==> src/rtl/int_div_pkg.sv <==
// Shared types and special-case helpers for the integer divide unit.
// Helpers work on a 64-bit container; callers zero-extend operands and truncate
// results to their own WIDTH (WIDTH must not exceed MaxWidth).
package int_div_pkg;

  typedef enum logic [1:0] {
    StIdle = 2'd0,
    StRun  = 2'd1,
    StFix  = 2'd2,
    StDone = 2'd3
  } div_state_e;

  localparam int unsigned MaxWidth = 64;
  typedef logic [MaxWidth-1:0] word_t;

  // Low w bits set.
  function automatic word_t all_ones(int unsigned w);
    if (w >= MaxWidth) return '1;
    return (word_t'(1) << w) - word_t'(1);
  endfunction

  // Signed most-negative / -1, the only signed quotient that overflows.
  function automatic logic is_overflow(word_t n, word_t d, int unsigned w);
    return (n == (word_t'(1) << (w - 1))) && (d == all_ones(w));
  endfunction

  // Quotient for a special case: all ones on divide-by-zero, else the dividend.
  function automatic word_t spec_quot(logic dbz, word_t n, int unsigned w);
    return dbz ? all_ones(w) : n;
  endfunction

  // Remainder for a special case: the dividend on divide-by-zero, else zero.
  function automatic word_t spec_rem(logic dbz, word_t n);
    return dbz ? n : '0;
  endfunction

endpackage

==> src/rtl/int_div_step.sv <==
// One combinational restoring radix-2 division step on magnitudes.
module int_div_step #(
  parameter int unsigned WIDTH = 32
) (
  input  logic [WIDTH:0]   rem_i,
  input  logic [WIDTH-1:0] div_i,
  input  logic             bit_i,
  output logic [WIDTH:0]   rem_o,
  output logic             qbit_o
);

  logic [WIDTH:0] shifted;
  logic [WIDTH:0] diff;
  // Partial remainder is always below the divisor, so its top bit never survives the shift.
  logic           unused_rem_msb;

  assign unused_rem_msb = rem_i[WIDTH];
  assign shifted        = {rem_i[WIDTH-1:0], bit_i};
  assign diff           = shifted - {1'b0, div_i};
  // Top bit of the difference is the sign: clear means the trial subtraction fits.
  assign qbit_o         = ~diff[WIDTH];
  assign rem_o          = qbit_o ? diff : shifted;

endmodule

==> src/rtl/int_divrem.sv <==
// Multi-cycle radix-2 signed/unsigned integer divider with quotient and remainder.
// Optional build macro INT_DIV_EARLY_OUT_EN: divide-by-zero and signed overflow
// complete one cycle after accept instead of running the full datapath.
module int_divrem
  import int_div_pkg::*;
#(
  parameter int unsigned WIDTH = 32
) (
  input  logic             clk_i,
  input  logic             reset_i,
  input  logic             start_i,
  input  logic             signed_i,
  input  logic [WIDTH-1:0] n_i,
  input  logic [WIDTH-1:0] d_i,
  output logic             ready_o,
  output logic [WIDTH-1:0] q_o,
  output logic [WIDTH-1:0] r_o,
  output logic             dbz_o,
  output logic             valid_o
);

  localparam int unsigned CntW = $clog2(WIDTH) + 1;

  div_state_e       state_q, state_d;
  logic [CntW-1:0]  cnt_q, cnt_d;
  logic [WIDTH:0]   rem_q, rem_d;
  logic [WIDTH-1:0] quo_q, quo_d;   // dividend bits shift out the top, quotient bits in the bottom
  logic [WIDTH-1:0] div_q, div_d;
  logic [WIDTH-1:0] nraw_q, nraw_d; // original dividend, needed for special-case results
  logic             sq_q, sq_d, sr_q, sr_d;
  logic             dbz_case_q, dbz_case_d, ovf_case_q, ovf_case_d;
  logic [WIDTH-1:0] q_q, q_d, r_q, r_d;
  logic             dbz_q, dbz_d;

  logic             n_neg, d_neg, dbz_case, ovf_case;
  logic [WIDTH-1:0] n_abs, d_abs;
  logic [WIDTH:0]   step_rem;
  logic             step_qbit;

  assign n_neg    = signed_i & n_i[WIDTH-1];
  assign d_neg    = signed_i & d_i[WIDTH-1];
  assign n_abs    = n_neg ? -n_i : n_i;
  assign d_abs    = d_neg ? -d_i : d_i;
  assign dbz_case = (d_i == '0);
  assign ovf_case = signed_i & is_overflow(word_t'(n_i), word_t'(d_i), WIDTH);

  int_div_step #(
    .WIDTH(WIDTH)
  ) u_step (
    .rem_i (rem_q),
    .div_i (div_q),
    .bit_i (quo_q[WIDTH-1]),
    .rem_o (step_rem),
    .qbit_o(step_qbit)
  );

  // Next-state and datapath control.
  always_comb begin
    state_d    = state_q;
    cnt_d      = cnt_q;
    rem_d      = rem_q;
    quo_d      = quo_q;
    div_d      = div_q;
    nraw_d     = nraw_q;
    sq_d       = sq_q;
    sr_d       = sr_q;
    dbz_case_d = dbz_case_q;
    ovf_case_d = ovf_case_q;
    q_d        = q_q;
    r_d        = r_q;
    dbz_d      = dbz_q;
    unique case (state_q)
      StIdle: begin
        if (start_i) begin
          sq_d       = n_neg ^ d_neg;
          sr_d       = n_neg;
          rem_d      = '0;
          quo_d      = n_abs;
          div_d      = d_abs;
          nraw_d     = n_i;
          dbz_case_d = dbz_case;
          ovf_case_d = ovf_case;
          cnt_d      = CntW'(WIDTH - 1);
          state_d    = StRun;
`ifdef INT_DIV_EARLY_OUT_EN
          if (dbz_case || ovf_case) begin
            q_d     = WIDTH'(spec_quot(dbz_case, word_t'(n_i), WIDTH));
            r_d     = WIDTH'(spec_rem(dbz_case, word_t'(n_i)));
            dbz_d   = dbz_case;
            state_d = StDone;
          end
`endif
        end
      end
      StRun: begin
        rem_d = step_rem;
        quo_d = {quo_q[WIDTH-2:0], step_qbit};
        if (cnt_q == '0) begin
          state_d = StFix;
        end else begin
          cnt_d = cnt_q - CntW'(1);
        end
      end
      StFix: begin
        if (dbz_case_q || ovf_case_q) begin
          q_d   = WIDTH'(spec_quot(dbz_case_q, word_t'(nraw_q), WIDTH));
          r_d   = WIDTH'(spec_rem(dbz_case_q, word_t'(nraw_q)));
          dbz_d = dbz_case_q;
        end else begin
          q_d   = sq_q ? -quo_q : quo_q;
          r_d   = sr_q ? -rem_q[WIDTH-1:0] : rem_q[WIDTH-1:0];
          dbz_d = 1'b0;
        end
        state_d = StDone;
      end
      StDone: state_d = StIdle;
      default: state_d = StIdle;
    endcase
  end

  // State and datapath registers with synchronous reset.
  always_ff @(posedge clk_i) begin
    if (reset_i) begin
      state_q    <= StIdle;
      cnt_q      <= '0;
      rem_q      <= '0;
      quo_q      <= '0;
      div_q      <= '0;
      nraw_q     <= '0;
      sq_q       <= 1'b0;
      sr_q       <= 1'b0;
      dbz_case_q <= 1'b0;
      ovf_case_q <= 1'b0;
      q_q        <= '0;
      r_q        <= '0;
      dbz_q      <= 1'b0;
    end else begin
      state_q    <= state_d;
      cnt_q      <= cnt_d;
      rem_q      <= rem_d;
      quo_q      <= quo_d;
      div_q      <= div_d;
      nraw_q     <= nraw_d;
      sq_q       <= sq_d;
      sr_q       <= sr_d;
      dbz_case_q <= dbz_case_d;
      ovf_case_q <= ovf_case_d;
      q_q        <= q_d;
      r_q        <= r_d;
      dbz_q      <= dbz_d;
    end
  end

  assign ready_o = (state_q == StIdle);
  assign valid_o = (state_q == StDone);
  assign q_o     = q_q;
  assign r_o     = r_q;
  assign dbz_o   = dbz_q;

endmodule

==> config.mk <==
export PLATFORM = sky130hd
export DESIGN_NAME = int_divrem
export DESIGN_NICKNAME = d
export VERILOG_FILES = /design/src/rtl/int_div_pkg.sv /design/src/rtl/int_div_step.sv /design/src/rtl/int_divrem.sv
export SDC_FILE = /design/constraint.sdc
export NUM_CORES = 1
export LEC_CHECK = 0
export CORE_AREA = 5 5 184 186
export DETAILED_ROUTE_END_ITERATION = 8
export DIE_AREA = 0 0 189 191
export PLACE_DENSITY = 0.65
export SKIP_LAST_GASP = 1
export SYNTH_ARGS = -nofsm -noshare
export SYNTH_HDL_FRONTEND = slang
export SYNTH_SLANG_ARGS = --single-unit
==> constraint.sdc <==
create_clock -name clk_i -period 8.2 [get_ports clk_i]
set_input_delay 0.82 -clock clk_i [delete_from_list [all_inputs] [get_ports clk_i]]
set_output_delay 0.82 -clock clk_i [all_outputs]
set_load 0.05 [all_outputs]
==> impl_metrics.yaml <==
routing:
  vias: 12220
  drc_errors: 0
  wl_met2_microns: 18040
  first_iter_violations: 981
  viasPerCell: 5.714
  postRouteAntennaNets: 0
  drtPass1Iterations: 7
  post_drt_wl_per_cell_microns: 19.12
  wirelength_microns: 40870
  highest_layer: "met4"
  m1WireLength_microns: 18700
  wl_met3_microns: 2555
clock_network:
  clock-sinks: 205
  cts_max_path_buffers: 3
  cts_tree: "built"
  cts_hold_buf: 0
  path_clk_slew_ns: 0.06
  postCtsSetupBuffers: 0
  numCtsBuffers: 23
  cts-root-buf: "clkbuf_16"
  insertion_delay_ns: 0.53
  cts_resized: 0
  cts-htree-levels: 1
timing:
  relSlewSlack_pct: 24.04
  whs_ns: 0.4556
  hold_viol_final: 0
  worst_pin_slew_ns: 1.135
  max_freq_mhz: 280.8
  fin_skew_ns: 0.02852
  setup_tns_ns: 0
  drv_slew: 0
  rsz0062_at_grt: "false"
  fin_crit_sh_pct: 43.44
  setup_violations: 0
  post-route-min-period_ns: 3.562
pwr:
  cellPowerDensity_nw_per_um2: 293.6
  cellLeakagePower_nw: 5.308
  power_w: 0.004383
  ir_worst_vdd_mv: 0.2516
synthesis:
  synthDistinctLibCells: 68
  synth_ff_type: "dfxtp_1"
  synth_seq_cells: 205
  yosysMostFrequentCell: "nand2_1"
  ys_seq_area_share_pct: 32.57
  synth_edf_count: 0
  synthTopCellsByCount: "255 x nand2_1, 205 x dfxtp_1, 165 x nor2_1"
  yosysTopAreaCell: "dfxtp_1"
  syn_area_sq_um: 12600
  yosys_warnings: 0
  synth_nets: 1758
  async_flop_share_pct: 0
  synth_area_leaders: "dfxtp_1 33%, nand2_1 7.6%, xnor2_1 5.6%"
  synth.avg_cell_area_sq_um: 7.656
  synth_top_area_share_pct: 32.57
  syn-instance-count: 1646
global_routing:
  track_usage_pct: 21.64
  grt_overflow: 0
  grt_pass1_wl_microns: 63450
  antenna_found_initial: 0
  grt_pass1_vias: 11380
  grt_max_degree: 97
setup_path:
  cp_max_fo: 41
  start_kind: "flop"
  r2r_cells: 12
  cp.required_ns: 8.58
  endpoint_kind: "flop"
  path_class: "reg -> reg"
  crit_arrival_ns: 3.94
floorplanning:
  ios: 135
  die_y_microns: 191
  design.core.area_sq_um: 32120
  initial_utilization_pct: 39.23
  rows: 66
  fp.dieArea_sq_um: 36100
  dieWidth_microns: 189
final_layout:
  final_core_util_pct: 46.47
  final_cells: 2138
  nets: 1828
  num_antenna_cells: 0
  fillCellCount: 3152
  area_growth_syn_to_layout_pct: 18.45
  drive_above_1_share_pct: 4.277
place:
  dpl.cell_count: 2099
  place_congestion: 0.9469
  io_buffers: 134
  dp_hpwl_microns: 30920
outcome:
  status: "finished clean"
worst_hold_path:
  holdPathStages: 2
  hold_path.class: "reg -> reg"
job:
  drv_cap: 0
-- cell families (layout without fill, tap and decap cells) --
kind of cell / Yosys count / after routing / synth area share (%)
flops: 205 / 205 / 32.57
buf+inv: 164 / 248 / 4.964
xor+xnor: 140 / 140 / 9.730
fa+ha+maj: 44 / 44 / 4.428
compound gates: 459 / 459 / 23.83
simple gates: 595 / 595 / 21.39
mux: 39 / 39 / 3.098
-- layout by cell type (no fill, tap or decap), drive strengths merged, types with 15 or more instances in the layout --
cell type / count
a211oi: 60
nor3: 40
or4: 18
o31ai: 30
nand2: 255
nand2b: 17
buf: 16
a222oi: 31
a21oi: 130
xor2: 59
xnor2: 81
ha: 43
o41ai: 20
inv: 61
nand4: 15
clkdlybuf4s50: 133
nor2: 165
dfxtp: 205
o21ai: 114
mux2i: 39
clkbuf: 28
-- layer usage --
metal | up-vias | track usage (%)
met5 | - | 0
met4 | 0 | 8.044
met3 | 74 | 2.958
met2 | 381 | 34.76
met1 | 5735 | 29.73
li1 | 6026 | -
-- registers in the layout, indices dropped and copies added (netlist names) --
name        flops
cnt_q           6
dbz_case_q      1
dbz_o           1
div_q          32
nraw_q         32
ovf_case_q      1
q_o            32
quo_q          32
r_o            32
rem_q          32
sq_q            1
sr_q            1
state_q         2
-- stage by stage --
step	setup WS, ns	area, sq um
final	4.638	14930
after global routing	4.277	14930
after CTS	4.658	14930
after detailed placement	4.511	14190
after global placement	4.562	14190
after floorplan	5.292	12600
-- worst max-delay path, cell delays in order, from the launching register on --
cell,delay (ns)
dfxtp_1,0.34
inv_1,0.07
ha_1,0.21
fa_1,0.38
nand2b_1,0.19
a21oi_1,0.42
o211ai_1,0.29
a21oi_1,0.31
o2111ai_1,0.20
o211ai_4,0.12
buf_4,0.49
mux2i_1,0.28
o21ai_0,0.10
-- layout make-up --
class / instances / area [sq um] / area share [%]
inverters: 60 / 225.2 / 1.509
multi-input cells: 1277 / 7894 / 52.88
repair buffers: 149 / 1451 / 9.723
clock buffers: 28 / 624.3 / 4.183
well taps: 408 / 510.5 / 3.420
flip-flops and latches: 205 / 4105 / 27.50
clock inverters: 11 / 116.4 / 0.7796
-- power by group --
part | leakage, nW | internal (W) | total, W | switching [W]
logic | 3.27 | 0.000672 | 0.00194 | 0.00127
registers | 1.67 | 0.00121 | 0.00142 | 0.000215
clock network | 0.360 | 0.000603 | 0.00102 | 0.000419
-- final timing paths --
kind                                 from       end  slack [ns]
worst max register to register  quo_q[31]  rem_q[9]        4.64
worst min register to register       sq_q      sq_q        0.46
worst min-delay path                 sq_q      sq_q        0.46
worst max-delay path            quo_q[31]  rem_q[9]        4.64
Note: power is estimated with default switching activity, not from simulation.
==> RTL edit 1 (same settings) <==
Take the reset off `r_q` and load it in a clocked block of its own.
--- a/src/rtl/int_divrem.sv
+++ b/src/rtl/int_divrem.sv
@@ -132,7 +132,6 @@
       dbz_case_q <= 1'b0;
       ovf_case_q <= 1'b0;
       q_q        <= '0;
-      r_q        <= '0;
       dbz_q      <= 1'b0;
     end else begin
       state_q    <= state_d;
@@ -146,9 +145,12 @@
       dbz_case_q <= dbz_case_d;
       ovf_case_q <= ovf_case_d;
       q_q        <= q_d;
-      r_q        <= r_d;
       dbz_q      <= dbz_d;
     end
+  end
+
+  always_ff @(posedge clk_i) begin
+    r_q <= r_d;
   end
 
   assign ready_o = (state_q == StIdle);
Function: same outputs for any inputs over 10 cycles, from zero or initial values and one cycle with reset_i high; that may be too few to reach the edited logic, so the function may still have changed.
==> RTL edit 1 against the unedited design <==
Sequential power up 4%; synthesized cell count down 1.8%; sequential cell count unchanged; global-route usage up 0.95 points; first-iteration DRC count up 34%; setup slack worse by 0.30 ns; synthesized area up 2.2%; clock power up 13%; design area up 2.1%; power up 7.6%; count of clock-buffer cells in the layout up 5; routed wire length up 3.9%; critical endpoint is now rem_q[31].
==> RTL edit 1: results (changes against the unedited design) <==
Place
  • Placed Instance Area: 14400 sq um (+1.3%)
  • Post-DP HPWL: 31.9 mm (+3.3%)
  • GP Congestion: 0.963 (+1.7%)

Yosys
  • Synth Area in XOR/XNOR: 9.66% (-0.069 points)
  • Post-Synth Adder-Cell Area: 4.33% (-0.093 points)
  • Compound-cell area share of the yosys netlist: 21.7% (-2.1 points)
  • Post-synth EDFFs: 32 (+32)
  • Async S/R FF share, synth: 0% (unchanged)
  • Mux cell area share after synthesis: 3.28% (+0.18 points)
  • Yosys Warn Count: 0 (unchanged)
  • Area contributors post-synth: dfxtp_1 27%, edfxtp_1 7.5%, nand2_1 7.0%, xor2_1 5.2%, a21oi_1 4.7%
  • Commonest cells post-synth: 239 x nand2_1, 173 x dfxtp_1, 142 x nor2_1, 122 x a21oi_1
  • Syn Nets: 1729 (-1.6%)

Route
  • Wl on met1: 20.2 mm (+8.1%)
  • Vias: 12100 (-0.87%)
  • Number of DRC markers in iteration 0: 1315 (+34%)
  • Avg WL per Cell: 20.0 microns (+4.8%)
  • WL met2: 18.7 mm (+3.8%)
  • Router iterations before antenna repair: 5 (-2)
  • Routed wl met3: 2.66 mm (+4.0%)

Power and ir drop
  • Peak supply drop: 0.343 mV (+36%)
  • Net Sw Power: 2.04 mW (+7.1%)
  • Static Leakage: 5.64 nW (+6.3%)

CTS
  • Clock buffer count from CTS: 25 (+8.7%)
  • Clock Pin Slew Worst Setup and Hold Paths: 0.06 ns (about the same)

Critical path
  • Worst-path fanout max: 25 (-39%)
  • Worst path slowest cell: or4_1
  • Max incr delay on CP: 0.53 ns (+0.04 ns)
  • CP delay by family, top: simple AND/OR/NAND/NOR gates

STA
  • Final setup skew: 0.0114 ns (-0.0171 ns)
  • Slew margin rel.: 19.9% (-4.1 points)

GRT
  • Total track usage: 22.6% (+0.95 points)
  • Initial antenna violation count: 2 (+2)
  • Largest net degree at the start of global routing: 99 (+2.1%)
  • Number of global-route vias before repair: 11300 (-0.63%)
  • Global-route wire length before repair: 65.9 mm (+3.8%)

Layout
  • Number of diodes: 0 (unchanged)
  • Filler cells: 3137 (-0.48%)
  • Final nets: 1804 (-1.3%)
  • Proportion of layout cells with a drive suffix above 1: 5.50% (+1.2 points)

Outcome
  • Status: complete, no violations
-- RTL edit 1: through the flow --
step | setup WS (ns) | instances | utilization (%)
floorplan | 5.24 | 1617 | -
global placement | 4.41 | 2073 | 44.8
detailed placement | 4.37 | 2073 | 44.8
CTS | 4.35 | 2118 | 47.4
global route | 4.13 | 2118 | 47.4
finish | 4.34 | 2118 | 47.4
-- RTL edit 1: final timing paths --
| check | cells past startpoint | to | slack, ns | start |
|---|---|---|---|---|
| worst max-delay path | 12 | rem_q[31] | 4.34 | quo_q[31] |
| worst min-delay path | 2 | nraw_q[21] | 0.47 | nraw_q[21] |
| worst max register to register | 12 | rem_q[31] | 4.34 | quo_q[31] |
| worst min register to register | 2 | nraw_q[21] | 0.47 | nraw_q[21] |
-- RTL edit 1: cell type report --
type	instances	area (sq um)	area share (%)
Multi-Input combinational cell	1250	7760	50.9
Sequential cell	205	4430	29.0
Inverter	60	225	1.48
Timing Repair Buffer	150	1460	9.57
Clock buffer	33	738	4.84
Tap cell	408	510	3.35
Clock inverter	12	126	0.829
-- RTL edit 1: power by group through the flow --
stage / Sequential, mW / Combinational [mW] / Clock (mW)
2_1_floorplan: 1.72 / 1.20 / 0
3_3_place_gp: 1.49 / 2.05 / 0
3_5_place_dp: 1.50 / 2.07 / 0
4_1_cts: 1.48 / 2.08 / 1.17
5_1_grt: 1.51 / 2.26 / 1.21
6_report: 1.48 / 2.08 / 1.15
-- RTL edit 1: metal layers --
| layer | GRT usage (%) | vias up |
|---|---|---|
| met2 | 35.5 | 410 |
| li1 | - | 5913 |
| met4 | 4.62 | 0 |
| met1 | 33.3 | 5740 |
| met5 | 0 | - |
| met3 | 3.03 | 47 |
==> RTL edit 2 (same settings) <==
Made on the original files. The option `INT_DIV_EARLY_OUT_EN` is turned on by a define.
--- a/src/rtl/int_divrem.sv
+++ b/src/rtl/int_divrem.sv
@@ -1,6 +1,8 @@
 // Multi-cycle radix-2 signed/unsigned integer divider with quotient and remainder.
 // Optional build macro INT_DIV_EARLY_OUT_EN: divide-by-zero and signed overflow
 // complete one cycle after accept instead of running the full datapath.
+`define INT_DIV_EARLY_OUT_EN
+
 module int_divrem
   import int_div_pkg::*;
 #(
Check against the original RTL: not equivalent (a bounded check fails within 4 cycles, from zero or initial values and one cycle with reset_i high).
==> RTL edit 2 against the unedited design <==
Sequential cell count is the same; design area is 5.3% higher; synthesized area rose by 5.2%; power shrank 4.6%; global-route usage rose by 2.0 points; setup slack worse by 0.89 ns; combinational power decreased by 20%; routed wire length up 8.2%.
==> RTL edit 2: results (changes against the unedited design) <==
Outcome
  • Status: complete, no violations

GRT
  • Global-route wire length before repair: 69.7 mm (+9.9%)
  • Largest net degree at the start of global routing: 94 (-3.1%)
  • Met3 Resource Use GR: 3.09% (+0.13 points)
  • Total track usage: 23.6% (+2.0 points)

Critical path
  • Max incr delay on CP: 0.92 ns (+0.43 ns)
  • Worst path slowest cell: xor2_4
  • R2R Path End: rem_q[1]
  • WP data arrival: 4.89 ns (+0.95 ns)
  • Flop2flop setup slack: 3.75 ns (-0.89 ns)

Worst hold path
  • Worst Hold Launch: q_o[11]
  • Worst Hold Endpoint: q_o[11]

STA
  • Fin Hold WS: 0.450 ns (-0.00522 ns)
  • Final setup skew: 0.0163 ns (-0.0122 ns)

CTS
  • Clock buffer count from CTS: 25 (+8.7%)
  • Clock Latency Late Sink: 0.55 ns (+0.02 ns)

Power and ir drop
  • Peak supply drop: 0.154 mV (-39%)
  • Clock Power: 1.28 mW (+25%)
  • Static Leakage: 5.64 nW (+6.3%)
  • Register share of total power: 32.0% (-0.4 points)

Place
  • Pre-CTS setup slack: 3.58 ns (-0.933 ns)
  • Placed Instance Area: 14800 sq um (+4.0%)
  • Post-DP HPWL: 32.3 mm (+4.3%)

Yosys
  • Commonest cells post-synth: 281 x nand2_1, 205 x dfxtp_1, 161 x nor2_1, 157 x a21oi_1, 107 x o21ai_0
  • Syn Nets: 1878 (+6.8%)

Layout
  • Clock buf count: 30 (+7.1%)
  • Layout non-clock buf frac: 9.28% (-0.44 points)

Route
  • WL final: 44.2 mm (+8.2%)
  • Vias/cell: 5.85 (+2.4%)
  • Wl on met1: 19.1 mm (+2.3%)
## RTL edit 2: stage by stage
stage / util [%] / power, mW / instances
after floorplan: - / 2.44 / 1766
after global placement: 45.9 / 2.88 / 2198
after detailed placement: 45.9 / 2.89 / 2198
after CTS: 48.9 / 4.18 / 2244
after global routing: 48.9 / 4.41 / 2244
final: 48.9 / 4.18 / 2244
## RTL edit 2: cell families after synthesis
group | Yosys count | share of synthesized area, %
compound gates | 508 | 24.6
xor+xnor | 149 | 9.84
fa+ha+maj | 44 | 4.21
buf+inv | 194 | 5.79
flops | 205 | 31.0
mux | 32 | 2.47
simple gates | 634 | 22.2
## RTL edit 2: how the worst max path moves through the flow
stage,from,endpoint,slack [ns]
after detailed placement,d_i[0],q_o[1],3.58
after global placement,d_i[0],q_o[9],3.68
after global routing,rem_q[0],rem_q[0],3.48
after floorplan,quo_q[31],rem_q[1],4.88
final,quo_q[31],rem_q[1],3.75
after CTS,quo_q[31],rem_q[1],3.78
